### src/rtl/wb_vram_arbiter.sv
// Two-master Wishbone arbiter in front of a shared video RAM slave.
// Master 0 is the CPU and master 1 is the display fetch. A CPU starvation counter and a slave timeout are included.
module wb_vram_arbiter #(
    parameter int unsigned TIMEOUT      = 255,
    parameter int unsigned CPU_MAX_WAIT = 16
) (
    input  logic        clk_100MHz,
    input  logic        rst,

    input  logic        m0_cyc_i,
    input  logic        m0_stb_i,
    input  logic        m0_we_i,
    input  logic [3:0]  m0_sel_i,
    input  logic [31:0] m0_adr_i,
    input  logic [31:0] m0_dat_i,
    output logic [31:0] m0_dat_o,
    output logic        m0_ack_o,
    output logic        m0_err_o,

    input  logic        m1_cyc_i,
    input  logic        m1_stb_i,
    input  logic        m1_we_i,
    input  logic [3:0]  m1_sel_i,
    input  logic [31:0] m1_adr_i,
    input  logic [31:0] m1_dat_i,
    output logic [31:0] m1_dat_o,
    output logic        m1_ack_o,
    output logic        m1_err_o,

    output logic        s_cyc_o,
    output logic        s_stb_o,
    output logic        s_we_o,
    output logic [3:0]  s_sel_o,
    output logic [31:0] s_adr_o,
    output logic [31:0] s_dat_o,
    input  logic [31:0] s_dat_i,
    input  logic        s_ack_i,

    output logic [1:0]  gnt_o
);

    localparam int TMO_W  = (TIMEOUT < 2) ? 1 : $clog2(TIMEOUT + 1);
    localparam int WAIT_W = (CPU_MAX_WAIT < 2) ? 1 : $clog2(CPU_MAX_WAIT + 1);
    localparam logic [TMO_W-1:0]  TMO_LIMIT  = TMO_W'(TIMEOUT);
    localparam logic [WAIT_W-1:0] WAIT_LIMIT = WAIT_W'(CPU_MAX_WAIT);

    typedef enum logic [1:0] {
        ST_IDLE = 2'd0,
        ST_GNT0 = 2'd1,
        ST_GNT1 = 2'd2
    } state_t;

    state_t             state_q;
    logic [TMO_W-1:0]   tmo_q;
    logic [WAIT_W-1:0]  wait_q;

    logic req0;
    logic req1;
    logic gnt0;
    logic gnt1;
    logic tmo_hit;
    logic wait_sat;
    logic enter_gnt0;
    logic enter_gnt1;

    assign req0 = m0_cyc_i & m0_stb_i;
    assign req1 = m1_cyc_i & m1_stb_i;
    assign gnt0 = (state_q == ST_GNT0);
    assign gnt1 = (state_q == ST_GNT1);
    assign gnt_o = {gnt1, gnt0};

    // An ack arriving in the same cycle as the limit wins over the timeout.
    assign tmo_hit  = (gnt0 | gnt1) & (tmo_q == TMO_LIMIT) & ~s_ack_i;
    assign wait_sat = (wait_q == WAIT_LIMIT);

    assign enter_gnt0 = (state_q == ST_IDLE) & req0 & (~req1 | wait_sat);
    assign enter_gnt1 = (state_q == ST_IDLE) & req1 & ~enter_gnt0;

    always_comb begin
        s_cyc_o = 1'b0;
        s_stb_o = 1'b0;
        s_we_o  = 1'b0;
        s_sel_o = 4'h0;
        s_adr_o = 32'h0;
        s_dat_o = 32'h0;
        if (gnt0) begin
            s_cyc_o = m0_cyc_i & ~tmo_hit;
            s_stb_o = m0_stb_i & ~tmo_hit;
            s_we_o  = m0_we_i;
            s_sel_o = m0_sel_i;
            s_adr_o = m0_adr_i;
            s_dat_o = m0_dat_i;
        end else if (gnt1) begin
            s_cyc_o = m1_cyc_i & ~tmo_hit;
            s_stb_o = m1_stb_i & ~tmo_hit;
            s_we_o  = m1_we_i;
            s_sel_o = m1_sel_i;
            s_adr_o = m1_adr_i;
            s_dat_o = m1_dat_i;
        end
    end

    assign m0_dat_o = s_dat_i;
    assign m1_dat_o = s_dat_i;
    assign m0_ack_o = gnt0 & s_ack_i;
    assign m1_ack_o = gnt1 & s_ack_i;
    assign m0_err_o = gnt0 & tmo_hit;
    assign m1_err_o = gnt1 & tmo_hit;

    always_ff @(posedge clk_100MHz or posedge rst) begin
        if (rst) begin
            state_q <= ST_IDLE;
            tmo_q   <= '0;
            wait_q  <= '0;
        end else begin
            case (state_q)
                ST_IDLE: begin
                    tmo_q <= '0;
                    if (enter_gnt0) begin
                        state_q <= ST_GNT0;
                    end else if (enter_gnt1) begin
                        state_q <= ST_GNT1;
                    end
                end
                ST_GNT0: begin
                    if (!m0_cyc_i || tmo_hit) begin
                        state_q <= ST_IDLE;
                        tmo_q   <= '0;
                    end else if (s_ack_i) begin
                        tmo_q <= '0;
                    end else if (s_stb_o) begin
                        tmo_q <= tmo_q + 1'b1;
                    end
                end
                ST_GNT1: begin
                    if (!m1_cyc_i || tmo_hit) begin
                        state_q <= ST_IDLE;
                        tmo_q   <= '0;
                    end else if (s_ack_i) begin
                        tmo_q <= '0;
                    end else if (s_stb_o) begin
                        tmo_q <= tmo_q + 1'b1;
                    end
                end
                default: begin
                    state_q <= ST_IDLE;
                    tmo_q   <= '0;
                end
            endcase

            // CPU starvation counter: counts pending CPU cycles spent outside its own tenure.
            if (enter_gnt0 || !req0) begin
                wait_q <= '0;
            end else if (!gnt0 && !wait_sat) begin
                wait_q <= wait_q + 1'b1;
            end
        end
    end

endmodule

### config.mk
export PLATFORM = sky130hd
export DESIGN_NAME = wb_vram_arbiter
export DESIGN_NICKNAME = d
export VERILOG_FILES = /design/src/rtl/wb_vram_arbiter.sv
export SDC_FILE = /design/constraint.sdc
export NUM_CORES = 1
export LEC_CHECK = 0
export BUFFER_PORTS_ARGS = -buffer_cell sky130_fd_sc_hd__buf_2
export CAP_MARGIN = 25
export CORE_AREA = 3 3 124 126
export DETAILED_ROUTE_END_ITERATION = 12
export DIE_AREA = 0 0 127 129
export GPL_ROUTABILITY_DRIVEN = 0
export PLACE_DENSITY_LB_ADDON = 0.2
export REMOVE_ABC_BUFFERS = 1
export SYNTH_ARGS = -nofsm -noshare
export SYNTH_HDL_FRONTEND = slang
export SYNTH_SLANG_ARGS = --single-unit
### constraint.sdc
create_clock -name clk_100MHz -period 2 [get_ports clk_100MHz]
set_clock_uncertainty 0.1 [all_clocks]
set_input_delay 0.2 -clock clk_100MHz [delete_from_list [all_inputs] [get_ports clk_100MHz]]
set_output_delay 0.2 -clock clk_100MHz [all_outputs]
set_load 0.02 [all_outputs]
After elaboration in Yosys (flattened, before gate mapping)

Cells that the tools add are included.

Add/subtract/negate cells: 2
Eq/ne operators: 7
Multiplexer cells: 24
Bitwise gates (word level): 22
Reduce and logical (&&, ||, !) cells: 12

Operator list:

| kind                  | number |
|---|---|
| $mux W32              | 4 |
| $mux W8               | 4 |
| $and A1 B1 Y1         | 16 |
| $pmux W8 S2           | 1 |
| $mux W5               | 2 |
| $add A8 B1 Y8 const B | 1 |
| $eq A8 B8 Y1 const B  | 1 |
| $mux W2               | 4 |
| $mux W4               | 2 |
| $mux W1               | 6 |
| $pmux W2 S3           | 1 |
| $add A5 B1 Y5 const B | 1 |
| $eq A5 B5 Y1 const B  | 1 |
| $logic_not A1 Y1      | 5 |
| $ne A2 B1 Y1 const B  | 2 |
| $not A1 Y1            | 4 |
| $logic_or A1 B1 Y1    | 3 |
| $ne A3 B3 Y1 const B  | 1 |
| $reduce_and A3 Y1     | 1 |
| $eq A2 B1 Y1 const B  | 1 |
| $eq A2 B2 Y1 const B  | 1 |
| $logic_not A2 Y1      | 1 |
| $or A1 B1 Y1          | 2 |
| $reduce_bool A2 Y1    | 1 |
| $logic_and A1 B1 Y1   | 1 |

Flip-flop bits (word level): 15
Bits of input ports: 177
Word-level logic and storage cells: 70

Logic depth before layout (Yosys ltp)

Gate-level depths: netlist of run 1.

Depth after elaboration: 12
Gate-level depth with buffers: 9

Worst setup path before layout of run 1

OpenSTA, ideal clock, no wires.

Path type: reg-to-output
Start: reg state_q[0]
End: out s_adr_o[24]
Arrival time: 1.660 ns
Data required time: 1.700 ns
Setup slack: 0.040 ns
Cell stages (with the launch flop): 8
Path buffers: 3
Cell sequence: dfrtp_1 -> inv_1 -> ha_1 -> nor2b_1 -> clkbuf_1 -> buf_2 -> buf_2 -> a22o_1

Cells in the longest elaborated chain, start to end: 3

Ends and longest elaborated chain:

| element                | RTL line | RTL |
|---|---|---|
| start, declared        | 53       | `state_t state_q;` |
| start signal, assigned | 112      | `state_q <= ST_IDLE;` |
| start signal, assigned | 120      | `state_q <= ST_GNT0;` |
| start signal, assigned | 122      | `state_q <= ST_GNT1;` |
| $eq A2 B2 Y1           | 69       | `assign gnt1 = (state_q == ST_GNT1);` |
| named net gnt1         | 60       | `logic gnt1;` |
| $mux W32               | 93       | `end else if (gnt1) begin` |
| $mux W32               | 86       | `if (gnt0) begin` |
| end, declared          | 34       | `output logic [31:0] s_adr_o,` |

The timed path passes the listed nets, and every way through them passes these cells.

Final worst setup path of run 1

Start: reg state_q[1]
End: out s_adr_o[25]

Cells in the longest elaborated chain, start to end: 3

Ends and longest elaborated chain:

| element      | RTL line |
|---|---|
| $eq A2 B2 Y1 | 69 |
| $mux W32     | 93 |
| $mux W32 *   | 86 |

Every way passes the cells marked *; elsewhere a longest branch is shown, timed or not.

==> results of run 1 <==
[logic make-up (layout without fill, tap and decap cells)]
| logic type | count (synthesis) | in the layout | synth area share, % |
|---|---|---|---|
| AO/OA/AOI/OAI | 95 | 95 | 36.1 |
| buffers and inverters | 93 | 262 | 29.0 |
| AND/OR/NAND/NOR | 42 | 42 | 11.6 |
| flip-flops | 15 | 15 | 17.7 |
| XOR/XNOR | 5 | 5 | 2.07 |
| adder cells (fa/ha/maj) | 6 | 6 | 3.54 |
[state kept, by name, summed over array words and instances (netlist names)]
| name | cells |
|---|---|
| tmo_q | 8 |
| wait_q | 5 |
| state_q | 2 |
[power groups by stage]
stage | combinational [mW] | sequential (mW) | clock [mW]
6_report | 4.87 | 0.356 | 0.392
5_1_grt | 5.14 | 0.358 | 0.412
4_1_cts | 4.31 | 0.356 | 0.398
3_5_place_dp | 3.60 | 0.352 | 0
3_3_place_gp | 3.61 | 0.351 | 0
2_1_floorplan | 2.07 | 0.348 | 0
[worst max-delay path: cells and delay by family, from the launching register on]
kind | cells | cell delay, ns
and+or+nand+nor | 1 | 0.13
adders and majority gates | 1 | 0.15
AOI/OAI and AO/OA | 1 | 0.23
buffers and inverters | 4 | 0.57
DFF | 1 | 0.40
[path summary, 6_finish.rpt]
check / cells after the start / slack, ns / end
setup / recovery: 7 / -0.04 / s_adr_o[25]
hold / removal: 3 / 0.21 / state_q[1]$_DFFE_PP0P_
setup reg to reg: 6 / 0.03 / tmo_q[5]$_DFF_PP0_
hold reg to reg: 2 / 0.44 / wait_q[4]$_DFFE_PP0P_
max in group asynchronous: 3 / 0.91 / wait_q[2]$_DFFE_PP0P_
min in group asynchronous: 3 / 0.48 / tmo_q[0]$_DFF_PP0_
[final cells by class]
type                    count  area share (%)
clock buffers               4            2.04
inverters                   9           0.938
multi-input cells         148            35.8
flip-flops and latches     15            9.70
well taps                 184            5.95
repair buffers            249            45.6
[cell usage after synthesis]
cell type / n / share of area (%)
a22o_1: 69 / 29
buf_4: 66 / 23
dfrtp_1: 15 / 18
clkbuf_1: 14 / 2.5
a21oi_1: 11 / 2.6
inv_1: 9 / 1.6
nand2_1: 8 / 1.4
nor2_1: 7 / 1.2
ha_1: 6 / 3.5
nand3_1: 6 / 1.4
o21ai_0: 6 / 1.4
and2_1: 5 / 1.5
or3_1: 4 / 1.2
nor2b_1: 3 / 0.89
xnor2_1: 3 / 1.2
and3_1: 2 / 0.59
buf_2: 2 / 0.47
buf_6: 2 / 1.1
o31ai_1: 2 / 0.71
or4_1: 2 / 0.71
xor2_1: 2 / 0.83
a2111o_1: 1 / 0.53
a22oi_1: 1 / 0.35
a31o_2: 1 / 0.41
a31oi_1: 1 / 0.30
a32o_1: 1 / 0.47
and4_4: 1 / 0.53
and4bb_2: 1 / 0.59
nand3b_4: 1 / 0.94
nand4_1: 1 / 0.30
nor3b_1: 1 / 0.35
o2111ai_1: 1 / 0.41
o21bai_1: 1 / 0.35
[per-stage QoR]
| stage | total power [mW] | TNS, ns | util (%) | hold slack, ns |
|---|---|---|---|---|
| CTS | 5.06 | -0.675 | 24.0 | 0.213 |
| global placement | 3.96 | -0.222 | 21.0 | 0.227 |
| global route | 5.91 | -4.53 | 26.8 | 0.244 |
| detailed placement | 3.95 | -0.151 | 21.0 | 0.212 |
| floorplan | 2.42 | -200.47 | - | 0.00148 |
| finish | 5.62 | -0.431 | 26.8 | 0.214 |
[repair_timing]
item                                    CTS  global route
cloned                                    1             1
setup buffers                             7             4
pin swaps                                 5            19
endpoints found under the setup margin   77            78
endpoints found under the hold margin    15             0
hold buffers                              1             0
gates resized for setup                  81            88
[layer usage]
layer  track usage, %  up-vias  share of wire [%]
met5             4.71        -               0.47
met4            0.946        4               0.14
met3             10.5        8                 16
met2             20.7      223                 37
met1             24.5     1305                 46
li1                 -     1222                  -
==> impl_metrics.env, run 1 <==
export IMPL_cp_slowest_cell="dfrtp_1"
export IMPL_rsz0062_at_grt="true"
export IMPL_final_cell_mix="buf_2, buf_6, a22o_1"
export IMPL_swShare_pct=48.4
export IMPL_overflow=0
export IMPL_syn2layout_area_growth_pct=82.5
export IMPL_final_instance_count_excl_fill=609
export IMPL_cp_start_kind="flip-flop"
export IMPL_worstReg2RegStart="state_q[0]$_DFFE_PP0P_"
export IMPL_setup_viol=28
export IMPL_die_h_um=129
export IMPL_cts_max_path_buffers=2
export IMPL_slew_headroom_pct=57.5
export IMPL_synth_seq_area_share_pct=17.7
export IMPL_max_cap_viol_count=0
export IMPL_post_dp_cell_area_mm2=0.00303
export IMPL_rows=44
export IMPL_grt_pass1_wl_um=19900
export IMPL_min_from="m1_stb_i"
export IMPL_internal_power_mw=2.90
export IMPL_pwr_share_comb_pct=86.7
export IMPL_final_antenna_net_count=0
export IMPL_hp_class="input port to flip-flop"
export IMPL_worstPathMaxFanout=23
export IMPL_clock_sinks=15
export IMPL_fillCellCount=1615
export IMPL_design_area_mm2=0.00387
export IMPL_cp_cell_sequence="buf_6 -> ha_4 -> nor2b_4 -> buf_4 -> buf_12 -> a22o_1 -> buf_6"
export IMPL_power_density_mw_per_mm2=1450
export IMPL_pin_count=318
export IMPL_firstDrtPassIters=4
export IMPL_status="finished with violations"
export IMPL_core_mm2=0.0144
export IMPL_finalCritPeriodShare_pct=102
export IMPL_violations="negative setup slack"
export IMPL_port_buffers=221
export IMPL_syn_avg_cell_area_um2=8.28
export IMPL_power_frac_seq_pct=6.3
export IMPL_synth_seq_cells=15
export IMPL_layout_setup_ws_ns=-0.0372
export IMPL_cts_tree="built"
export IMPL_ir_worst_vdd_mv=0.597
export IMPL_die_area_mm2=0.0164
export IMPL_crit_top_cell="buf_6"
export IMPL_drc=0
export IMPL_arrival_ns=1.74
export IMPL_finalNetCount=609
export IMPL_via_per_inst=4.54
export IMPL_cts_buffers=3
export IMPL_die_w_um=127
export IMPL_clk_pin_slew_worst_paths_ns=0.05
export IMPL_startpoint="state_q[1]$_DFFE_PP0P_"
export IMPL_drv_slew=0
export IMPL_wl_per_cell_um=24.6
export IMPL_dp_cells=593
export IMPL_netlist_instances=256
export IMPL_grtUsageTotal_pct=16.7
export IMPL_period_minus_slack_ns=2.04
export IMPL_syn_cell_area_mm2=0.00212
export IMPL_synth_cell_type_count=33
export IMPL_vias=2762
export IMPL_final_layout_size_suffix_gt1_share_pct=69.9
export IMPL_cts_htree_levels=1
export IMPL_final_common_cell="buf_2"
export IMPL_grt_pass1_vias=2712
export IMPL_post_dp_hpwl_um=12300
export IMPL_cts_root_buffer="clkbuf_16"
export IMPL_worstPathRequired_ns=1.70
export IMPL_multiInputGateArea_mm2=0.00138
export IMPL_seqCellArea_um2=375
export IMPL_cp_end_kind="output port"
export IMPL_dpl_worst_slack_ns=-0.0400
export IMPL_max_stage_delay_ns=0.40
export IMPL_max_freq_mhz=491
export IMPL_hold_viol=0
export IMPL_criticalPathCategory="flip-flop to output port"
export IMPL_start_util_pct=14.7
export IMPL_diodes=0
export IMPL_p_switching_mw=2.72
export IMPL_antenna_found_initial=1
export IMPL_clkLatencyLatePin_ns=0.24
export IMPL_leakage_nw=1.98
export IMPL_grt_max_degree=39
export IMPL_wl_um=15000
export IMPL_drt_iter0_drc=93
export IMPL_ys_warn_count=0
export IMPL_clkPwrFrac_pct=7.0
export IMPL_worstMarginPinSlew_ns=0.636
No activity file was read; power rests on OpenSTA's default activity.
==> run 2: changes to the inputs <==
==> constraint.sdc (replaced) <==
create_clock -name clk_100MHz -period 2 [get_ports clk_100MHz]
set_clock_uncertainty 0.1 [all_clocks]
set_input_delay 0.2 -clock clk_100MHz [delete_from_list [all_inputs] [get_ports clk_100MHz]]
set_output_delay 0.2 -clock clk_100MHz [all_outputs]
set_load 0.01 [all_outputs]
==> run 2 against run 1 <==
Effect of this change: the flow still finishes with violations (negative setup slack); register-to-register slack got worse by 0.03 ns; via count shrank 2.8%; critical endpoint is now s_adr_o[14]; first-iteration DRC count is 24% lower; hold slack got worse by 0.0056 ns.
==> impl_metrics.env, run 2 (synthesized netlist as in run 1, its figures left out) <==
export IMPL_via_per_inst=4.41
export IMPL_criticalPathCategory="flip-flop to output port"
export IMPL_post_dp_hpwl_um=11900
export IMPL_grtUsageTotal_pct=16.4
export IMPL_drv_slew=0
export IMPL_largest_register_ff_count=8
export IMPL_worstMarginPinSlew_ns=0.616
export IMPL_top_regs="tmo_q (8), wait_q (5), state_q (2)"
export IMPL_power_density_mw_per_mm2=1350
export IMPL_clkLatencyLatePin_ns=0.24
export IMPL_wl_um=14800
export IMPL_vias=2685
export IMPL_final_layout_size_suffix_gt1_share_pct=64.7
export IMPL_cts_root_buffer="clkbuf_16"
export IMPL_final_antenna_net_count=0
export IMPL_finalNetCount=609
export IMPL_max_cap_viol_count=0
export IMPL_status="finished with violations"
export IMPL_die_w_um=127
export IMPL_grt_max_degree=39
export IMPL_top_register="tmo_q"
export IMPL_drc=0
export IMPL_grt_pass1_wl_um=19300
export IMPL_violations="negative setup slack"
export IMPL_max_freq_mhz=493
export IMPL_final_cell_mix="buf_2, a22o_1, buf_6"
export IMPL_cts_max_path_buffers=2
export IMPL_wl_per_cell_um=24.3
export IMPL_rsz0062_at_grt="true"
export IMPL_firstDrtPassIters=5
export IMPL_clock_sinks=15
export IMPL_port_buffers=221
export IMPL_setup_viol=13
export IMPL_overflow=0
export IMPL_hold_viol=0
export IMPL_pin_count=318
export IMPL_worstPathMaxFanout=10
export IMPL_cts_buffers=3
export IMPL_die_h_um=129
export IMPL_worstPathRequired_ns=1.70
export IMPL_syn2layout_area_growth_pct=73.1
export IMPL_grt_pass1_vias=2686
export IMPL_core_mm2=0.0144
export IMPL_hp_class="input port to flip-flop"
export IMPL_leakage_nw=1.92
export IMPL_die_area_mm2=0.0164
export IMPL_max_stage_delay_ns=0.39
export IMPL_dpl_worst_slack_ns=-0.0362
export IMPL_period_minus_slack_ns=2.03
export IMPL_cp_cell_sequence="buf_6 -> ha_4 -> nor2b_4 -> buf_12 -> buf_12 -> a22o_1 -> buf_2"
export IMPL_rows=44
export IMPL_drt_iter0_drc=71
export IMPL_final_common_cell="buf_2"
export IMPL_crit_top_cell="buf_12"
export IMPL_diodes=0
export IMPL_arrival_ns=1.73
export IMPL_ir_worst_vdd_mv=0.558
export IMPL_clk_pin_slew_worst_paths_ns=0.05
export IMPL_layout_setup_ws_ns=-0.0294
export IMPL_cp_end_kind="output port"
export IMPL_slew_headroom_pct=58.9
export IMPL_fin_total_pwr_mw=4.94
export IMPL_fin_hold_ws_ns=0.208
export IMPL_cp_start_kind="flip-flop"
export IMPL_cp_slowest_cell="dfrtp_1"
export IMPL_cts_htree_levels=1
export IMPL_cts_tree="built"
export IMPL_finalCritPeriodShare_pct=101
export IMPL_antenna_found_initial=1
export IMPL_start_util_pct=14.7
-- run 2: changes by cell type in the layout (fill, tap and decap cells not counted), moves of 6 or more --
cell / delta
a21oi_1: +6
buf_6: -19
a22o_1: +10
buf_4: -9
a21oi_2: -6
buf_2: +24
a22o_4: -10
-- run 2: metal layers --
metal	GRT usage, %	part of all wire (%)	wire length, um	vias to the layer above
li1	-	-	-	1221
met1	21.8	43	6410	1239
met2	20.0	37	5420	211
met3	14.4	19	2840	8
met4	0.757	0.18	27	6
met5	4.71	0.61	90	-
-- run 2: critical path, delay by kind of cell (launching register included) --
family | cells | cell delay [ns]
flip-flops | 1 | 0.39
buffers and inverters | 4 | 0.56
adder cells (fa/ha/maj) | 1 | 0.17
AND/OR/NAND/NOR | 1 | 0.19
AO/OA/AOI/OAI | 1 | 0.16
-- run 2: layout make-up --
class,count,area (um^2)
clock buffer,3,75.1
clock inverter,1,5.00
fill,1602,10800
inverter,9,36.3
multi-input combinational,148,1250
sequential,15,375
tap,184,230
timing repair buffer,249,1700
-- run 2: through the flow --
step	util, %	TNS, ns	std cells	cell area [um^2]
after floorplan	-	-190.15	172	1540
after global placement	21.0	0	589	3030
after detailed placement	21.0	-0.0824	589	3030
after CTS	25.0	-1.65	608	3610
after global routing	25.4	-4.39	609	3670
final	25.4	-0.163	609	3670
-- run 2: what timing repair did --
item / in CTS / in global routing
endpoints found under the hold margin: 15 / 0
gates resized for setup: 81 / 11
hold buffers: 1 / 0
setup buffers: 10 / 1
gates cloned: 4 / 1
pin swaps: 10 / 11
setup endpoints to repair: 76 / 76
-- run 2: where the power goes --
part           leakage (nW)  switching, mW  internal (mW)  total (mW)
Sequential            0.207         0.0222          0.329       0.351
Combinational          1.67           2.04           2.16        4.20
Clock                0.0409          0.126          0.267       0.394
Total                  1.92           2.18           2.76        4.94
-- run 2: final timing paths --
check,startpoint,to,slack [ns],cells after the start
max in group asynchronous,rst,wait_q[2]$_DFFE_PP0P_,0.93,3
setup / recovery,state_q[0]$_DFFE_PP0P_,s_adr_o[14],-0.03,7
setup reg to reg,state_q[1]$_DFFE_PP0P_,tmo_q[2]$_DFF_PP0_,0,8
min in group asynchronous,rst,tmo_q[2]$_DFF_PP0_,0.47,3
hold reg to reg,wait_q[4]$_DFFE_PP0P_,wait_q[4]$_DFFE_PP0P_,0.43,2
hold / removal,m1_stb_i,state_q[1]$_DFFE_PP0P_,0.21,3
